## config.mk

```make
export PLATFORM = sky130hd
export DESIGN_NAME = seg_display_mux
export DESIGN_NICKNAME = d
export VERILOG_FILES = /design/src/rtl/disp_pkg.sv /design/src/rtl/refresh_timer.sv /design/src/rtl/seg_display_mux.sv
export SDC_FILE = /design/constraint.sdc
export NUM_CORES = 1
export LEC_CHECK = 0
export CORE_ASPECT_RATIO = 0.7
export CORE_MARGIN = 8
export CORE_UTILIZATION = 44
export CTS_CLUSTER_SIZE = 40
export DETAILED_ROUTE_END_ITERATION = 12
export MAX_ROUTING_LAYER = met4
export PLACE_DENSITY = 0.76
export SETUP_SLACK_MARGIN = 0.15
export SLEW_MARGIN = 20
export SYNTH_ARGS = -nofsm -noshare
export SYNTH_HDL_FRONTEND = slang
export SYNTH_SLANG_ARGS = --single-unit
```

## constraint.sdc

```tcl
create_clock -name clk -period 1.85 [get_ports clk]
set_input_delay 0.555 -clock clk [delete_from_list [all_inputs] [get_ports clk]]
set_output_delay 0.555 -clock clk [all_outputs]
set_load 0.01 [all_outputs]
```

## src/rtl/disp_pkg.sv

```systemverilog
// Shared constants and scan-state type for the seven-segment display path.
package disp_pkg;

    localparam logic [6:0] SEG_OFF    = 7'h7F;
    localparam logic [3:0] AN_OFF     = 4'hF;
    localparam int unsigned NUM_DIGITS = 4;

    typedef enum logic {
        BLANK,
        DRIVE
    } scan_state_t;

endpackage

```

## src/rtl/refresh_timer.sv

```systemverilog
// Slot timer for the display scan: cycle counter, slot index and blank/drive phasing.
module refresh_timer
    import disp_pkg::*;
#(
    parameter int unsigned REFRESH_DIV  = 100000,
    parameter int unsigned BLANK_CYCLES = 1000
) (
    input  logic       clk,
    input  logic       reset,
    output logic [1:0] slot,
    output logic       capture,
    output logic       slot_end
);

    localparam int unsigned CNT_W = $clog2(REFRESH_DIV);
    localparam logic [CNT_W-1:0] CNT_LAST = CNT_W'(REFRESH_DIV - 1);
    localparam logic [CNT_W-1:0] CNT_CAP  = CNT_W'(BLANK_CYCLES - 1);

    logic [CNT_W-1:0] cnt;
    scan_state_t      state_q;
    scan_state_t      state_d;

    // Free-running slot counter; slot index advances on every wrap.
    always_ff @(posedge clk or posedge reset) begin
        if (reset) begin
            cnt  <= '0;
            slot <= '0;
        end else if (slot_end) begin
            cnt  <= '0;
            slot <= slot + 2'd1;
        end else begin
            cnt  <= cnt + 1'b1;
        end
    end

    // Scan phase register.
    always_ff @(posedge clk or posedge reset) begin
        if (reset) begin
            state_q <= BLANK;
        end else begin
            state_q <= state_d;
        end
    end

    // Phase transitions and the capture/slot-end pulses.
    always_comb begin
        state_d  = state_q;
        capture  = (cnt == CNT_CAP);
        slot_end = (cnt == CNT_LAST);
        case (state_q)
            BLANK: if (capture)  state_d = DRIVE;
            DRIVE: if (slot_end) state_d = BLANK;
            default: state_d = BLANK;
        endcase
    end

endmodule

```

## src/rtl/seg_display_mux.sv

```systemverilog
// Time-multiplexed four-digit common-anode display driver with per-slot blanking.
module seg_display_mux
    import disp_pkg::*;
#(
    parameter int unsigned REFRESH_DIV  = 100000,
    parameter int unsigned BLANK_CYCLES = 1000,
    parameter int unsigned DOT_DIGIT    = 2
) (
    input  logic       clk,
    input  logic       reset,
    input  logic [6:0] seg1,
    input  logic [6:0] seg2,
    input  logic [6:0] seg3,
    input  logic [6:0] seg4,
    input  logic       dot,
    input  logic       disp_en,
    output logic [6:0] seg,
    output logic       dp,
    output logic [3:0] an
);

    logic [1:0] slot;
    logic       capture;
    logic       slot_end;
    logic [6:0] seg_sel;
    logic [3:0] an_sel;
    logic       dp_sel;

    refresh_timer #(
        .REFRESH_DIV  (REFRESH_DIV),
        .BLANK_CYCLES (BLANK_CYCLES)
    ) u_timer (
        .clk      (clk),
        .reset    (reset),
        .slot     (slot),
        .capture  (capture),
        .slot_end (slot_end)
    );

    // Select the pattern, anode and decimal point for the current slot.
    always_comb begin
        seg_sel = SEG_OFF;
        case (slot)
            2'd0: seg_sel = seg1;
            2'd1: seg_sel = seg2;
            2'd2: seg_sel = seg3;
            2'd3: seg_sel = seg4;
            default: seg_sel = SEG_OFF;
        endcase
        an_sel = disp_en ? ~(4'(1 << (NUM_DIGITS - 1)) >> slot) : AN_OFF;
        dp_sel = (dot && (slot == 2'(DOT_DIGIT))) ? 1'b0 : 1'b1;
    end

    // Output registers: blank at slot end, load the captured digit after the blank phase.
    always_ff @(posedge clk or posedge reset) begin
        if (reset) begin
            an  <= AN_OFF;
            seg <= SEG_OFF;
            dp  <= 1'b1;
        end else if (slot_end) begin
            an  <= AN_OFF;
            seg <= SEG_OFF;
            dp  <= 1'b1;
        end else if (capture) begin
            an  <= an_sel;
            seg <= seg_sel;
            dp  <= dp_sel;
        end
    end

endmodule

```

==> impl_results.md <==
* Clock root buffer: clkbuf_8
* Pre-antenna DRT Iters at 4
* Worst setup margin at 96.2 ps
* RSZ-0062 raised after global routing: yes
* Hold/Removal Path Class: register to register
* Die ar. at 0.00622 mm2
* HPWL after DPL at 3600 um
* Proportion of layout cells with a drive suffix above 1 at 32.6%
* Largest net degree at the start of global routing at 32
* ANT cells at 0
* Power density over cell area at 480 mW/mm2
* Sequential cell area fraction in the yosys report at 45.8%
* Post-synth EDFFs at 0
* Max clock buf depth at 2
* Pwr Total at 1.28 mW
* WL final at 5350 um
* Startpoint types: register
* CTS hold repair buffers at 0
* Worst-margin pin slew at 423 ps
* GRT Total Usage at 16.5%
* Drt drc at 0
* Vias at 1718
* Async SR Flop Fraction at 100%
* Routed len/inst at 17.3 um
* Layout Nets at 296
* Gr ovfl total at 0
* WP data arrival at 1930 ps
* CP peak stage delay at 410 ps
* Data required, critical path at 2020 ps
* Die height at 68.4 um
* Status: finished clean
* Worst vdd ir at 0.336 mV
* Worst Setup End Kind: register
* Hold Vio Cnt, Final at 0
* Synth Register Bits at 31
* Global-route wire length before repair at 7940 um
* Post-Syn Area at 0.00173 mm2
* CP cell instances: ha_2, and4_1, nand2_1, or3_4, mux2_4
* Period utilisation layout at 94.8%
* Synth Net Count at 220
* Fin crit period at 1750 ps
* Remaining antenna violation count at 0
* Worst path slowest cell: dfrtp_1
* Core region area at 0.00385 mm2
* Num rows at 19
* Area growth syn-to-layout at 53.9%
* Synthesized instance count at 181
* Yosys Warn Count at 0
* Final setup fails at 0
* Number of global-route vias before repair at 1689
* TritonCTS buffer count at 5
* Htree depth at 2
* Worst slew margin at 71.7%
* HP Start: seg[4]
* Critical path startpoint: u_timer.cnt[0]
* Number of I/O port buffers at 43
* Leak at 1.02 nW
* Initial Utilization at 44.9%
* Crit-path max FO at 5
* I/O pins at 44
* Setup TNS at 0 ps
* Ys flop type: dfrtp_1
* Max cap viols at 0
* Post-synthesis cell type count at 37
* Worst-path clk slew at 70 ps
* FF-to-FF Start: u_timer.cnt[0]
* Clock Sinks at 31
* Syn avg cell area at 9.55 um2
* Initial antenna violation count at 0
* Die width at 90.9 um
* Clock Latency Late Sink at 280 ps
* Worst setup path class: register to register
* Gpl congestion at 0.871
* Util after Layout at 69.1%
* Initial DRC Count at 146
* Setup slack at placement at 30.9 ps
* Fmax at 0.570 GHz
* Pins Over Slew Limit at 0
* Clock skew at 8.65 ps
* Number of vias per cell at 5.54
* Fill count at 298
* CTS tree: yes
path summary, 6_finish.rpt:
kind / cells after the start / endpoint / slack (ps)
setup / recovery: 5 / u_timer.slot[1] / 100
hold / removal: 2 / seg[4] / 490
setup reg to reg: 5 / u_timer.slot[1] / 100
hold reg to reg: 2 / seg[4] / 490
max in group asynchronous: 3 / dp / 990
min in group asynchronous: 3 / u_timer.cnt[9] / 620
cell families after synthesis:
kind of cell / synth area share [%]
and+or+nand+nor: 21.9
muxes: 0.869
xor gates and xnor gates: 6.08
adders and majority gates: 5.07
buffers and inverters: 3.84
AOI/OAI and AO/OA: 16.4
DFF: 45.8
worst max-delay path, delay by kind of cell, from the launching register on:
kind / cells / cell delay, ps
adder cells (fa/ha/maj): 1 / 210
flip-flops: 1 / 410
multiplexers: 1 / 300
AND/OR/NAND/NOR: 3 / 730
synthesized netlist by cell type (4+ instances only):
master / number / area, um2
dfrtp_1: 19 / 475
nand2_1: 19 / 71.3
o21ai_0: 19 / 95.1
dfstp_2: 12 / 315
inv_1: 10 / 37.5
nor2_1: 10 / 37.5
nor3_1: 9 / 45.0
xnor2_1: 9 / 78.8
nand3_1: 8 / 40.0
a21oi_1: 7 / 35.0
a222oi_1: 7 / 70.1
ha_1: 7 / 87.6
o211ai_1: 5 / 37.5
or3_1: 5 / 31.3
clkbuf_1: 4 / 15.0
through the flow:
| stage | std cells | hold WS, ps | instance area [um2] |
|---|---|---|---|
| finish | 310 | 492 | 2660 |
| floorplan | 181 | 474 | 1730 |
| global placement | 285 | 465 | 2330 |
| CTS | 303 | 489 | 2510 |
| detailed placement | 285 | 481 | 2330 |
| global route | 310 | 495 | 2660 |
state kept, by name (all words and copies together), names as in the netlist:
signal,count
dp,1
seg,7
u_timer.slot,2
an,4
u_timer.cnt,17
power by group:
group | switching, mW | internal (mW)
sequential | 0 | 0.679
clock | 0.242 | 0.267
combinational | 0.0254 | 0.0630
total | 0.268 | 1.01
repair_timing:
| item | 4_1_cts | 5_1_grt |
|---|---|---|
| gates resized for setup | 23 | 35 |
| buffers inserted | 10 | 7 |
| pin swaps | 6 | 10 |
| setup endpoints to repair | 25 | 19 |
placed cells by master (no fill, tap or decap), types with 2 or more instances in the layout:
cell	instances
o31ai_2	2
nand2_1	18
a21oi_2	2
and4_1	2
a21oi_1	5
ha_2	4
dlygate4sd2_1	12
dfrtp_1	15
buf_4	29
clkbuf_1	3
ha_1	3
or4_4	2
o21ai_1	11
nor2_1	10
dfstp_2	12
nand3_1	5
dfrtp_2	4
o211ai_1	5
or3_4	4
nor3_1	5
nand3_2	3
clkbuf_8	5
clkdlybuf4s50_1	31
nand4_1	2
xor2_1	3
and2_1	2
inv_1	10
o21ai_0	8
xnor2_1	9
buf_6	2
nor3_2	5
a222oi_1	7
layer usage:
| layer | vias up | track usage (%) | routed length [um] |
|---|---|---|---|
| met2 | 69 | 25.4 | 2560 |
| met4 | 0 | 7.71 | 101 |
| li1 | 812 | - | - |
| met3 | 9 | 3.40 | 292 |
| met5 | - | - | 0 |
| met1 | 828 | 20.9 | 2400 |
final cells by class:
| type | instances | area [um2] | share of cell area [%] |
|---|---|---|---|
| repair buffers | 76 | 691 | 26.0 |
| multi-input cells | 133 | 991 | 37.3 |
| inverters | 10 | 37.5 | 1.41 |
| flip-flops and latches | 31 | 796 | 29.9 |
| clock buffers | 8 | 80.1 | 3.01 |
| well taps | 52 | 65.1 | 2.45 |
Note: power is estimated with default switching activity, not from simulation.
==> edit: new RTL, same flow settings <==
`REFRESH_DIV` is set to 100000 in 2 places; all go to 400000.
--- a/src/rtl/refresh_timer.sv
+++ b/src/rtl/refresh_timer.sv
@@ -4,3 +4,3 @@
 #(
-    parameter int unsigned REFRESH_DIV  = 100000,
+    parameter int unsigned REFRESH_DIV  = 400000,
     parameter int unsigned BLANK_CYCLES = 1000
--- a/src/rtl/seg_display_mux.sv
+++ b/src/rtl/seg_display_mux.sv
@@ -4,3 +4,3 @@
 #(
-    parameter int unsigned REFRESH_DIV  = 100000,
+    parameter int unsigned REFRESH_DIV  = 400000,
     parameter int unsigned BLANK_CYCLES = 1000,
Behaviour: no difference found for any inputs over 10 cycles, from zero or initial values and one cycle with reset high; that may be too few to reach the edited logic, so the function may still have changed.
==> edit against the unedited design <==
Routed wire length increased by 4.0%. Count of clock-buffer cells in the layout shrank 3. Final area rose by 9.5%. Total power increased by 28%. Non-clock buffer count fell by 2. Synthesized area up 8.1%. Final cell count rose by 2.3%. Global-route usage is 0.64 points higher. Sequential power increased by 6.5%. Worst hold slack worse by 0.036 ns. Worst setup slack worse by 0.059 ns. Via count rose by 5.4%. Sequential cell count up 2. Largest cell class unchanged.
==> edit: results <==
set metrics [dict create \
    dp_hpwl_mm 4.07 \
    met1_length_mm 2.74 \
    wirelength_mm 5.57 \
    met1_usage 0.241 \
    use_met3 0.0416 \
    yosys-top-cells-area "dfrtp_1 28%, dfstp_2 17%, xnor2_1 6.1%, ha_1 4.0%, nand2_1 4.0%" \
    seqPwrFrac 0.442 \
    syn_avg_cell_area_um2 9.83 \
    skew_ns 0.00800 \
    wl_per_cell_um 17.6 \
    largest_reg_flops 19 \
    track_usage 0.172 \
    status "completed" \
    slowest_delay_ns 0.59 \
    netlist-cell-type-count 34 \
    switchingPower_w 0.000305 \
    grt_first_pass_wirelength_mm 8.65 \
    grt_max_degree 34 \
    drive_gt1_frac 0.355 \
    synthTopCellsByCount "21 x dfrtp_1, 20 x nand2_1, 14 x nor2_1" \
    clk-power_w 0.000809 \
    critPathSlowestCell "or4b_4" \
    dr_wl_met2_mm 2.43 \
    seq_area_frac_synth 0.450 \
    first_iter_violations 160 \
    max_slew_margin 0.629 \
    grt_pass1_vias 1687 \
]
-- edit: cells by family after synthesis --
family	after synthesis	share of synthesized area
buffers and inverters	13	0.0288
AND/OR/NAND/NOR	81	0.252
adder cells (fa/ha/maj)	6	0.0402
flip-flops	33	0.450
XOR/XNOR	16	0.0750
AO/OA/AOI/OAI	41	0.154
-- edit: area by class of cell --
| class | instances | area, um^2 |
|---|---|---|
| clock buffers | 5 | 68.8 |
| clock inverters | 3 | 65.1 |
| fillers | 276 | 1080 |
| inverters | 6 | 26.3 |
| multi-input cells | 144 | 1160 |
| flip-flops and latches | 33 | 842 |
| well taps | 52 | 65.1 |
| repair buffers | 74 | 689 |
-- edit: final timing paths --
kind | cells after the start | start | to
max | 4 | u_timer.cnt[3] | seg[3]
min | 2 | seg[0] | seg[0]
max reg2reg | 4 | u_timer.cnt[3] | seg[3]
min reg2reg | 2 | seg[0] | seg[0]
max in group asynchronous | 3 | reset | seg[5]
min in group asynchronous | 3 | reset | u_timer.cnt[0]
-- edit: what timing repair did --
| action | 4_1_cts | 5_1_grt |
|---|---|---|
| gates resized for setup | 23 | 35 |
| setup endpoints to repair | 24 | 28 |
| setup buffers | 2 | 6 |
| pin swaps | 5 | 9 |
-- edit: stage by stage --
stage                     utilization  instance area (um^2)  setup TNS (ns)  setup slack [ns]  power (W)
final                           0.729                  2910               0            0.0371    0.00163
after floorplan                     -                  1900               0             0.108   0.000754
after global routing            0.729                  2910          -0.144           -0.0448    0.00168
after global placement          0.637                  2540          -0.224           -0.0930   0.000832
after CTS                       0.677                  2700               0            0.0776    0.00164
after detailed placement        0.637                  2540          -0.323            -0.125   0.000832
-- edit: critical path: cells and delay by family, from the launching register on --
family | cells | cell delay (ns)
simple gates | 3 | 1.19
compound gates | 1 | 0.17
flops | 1 | 0.39
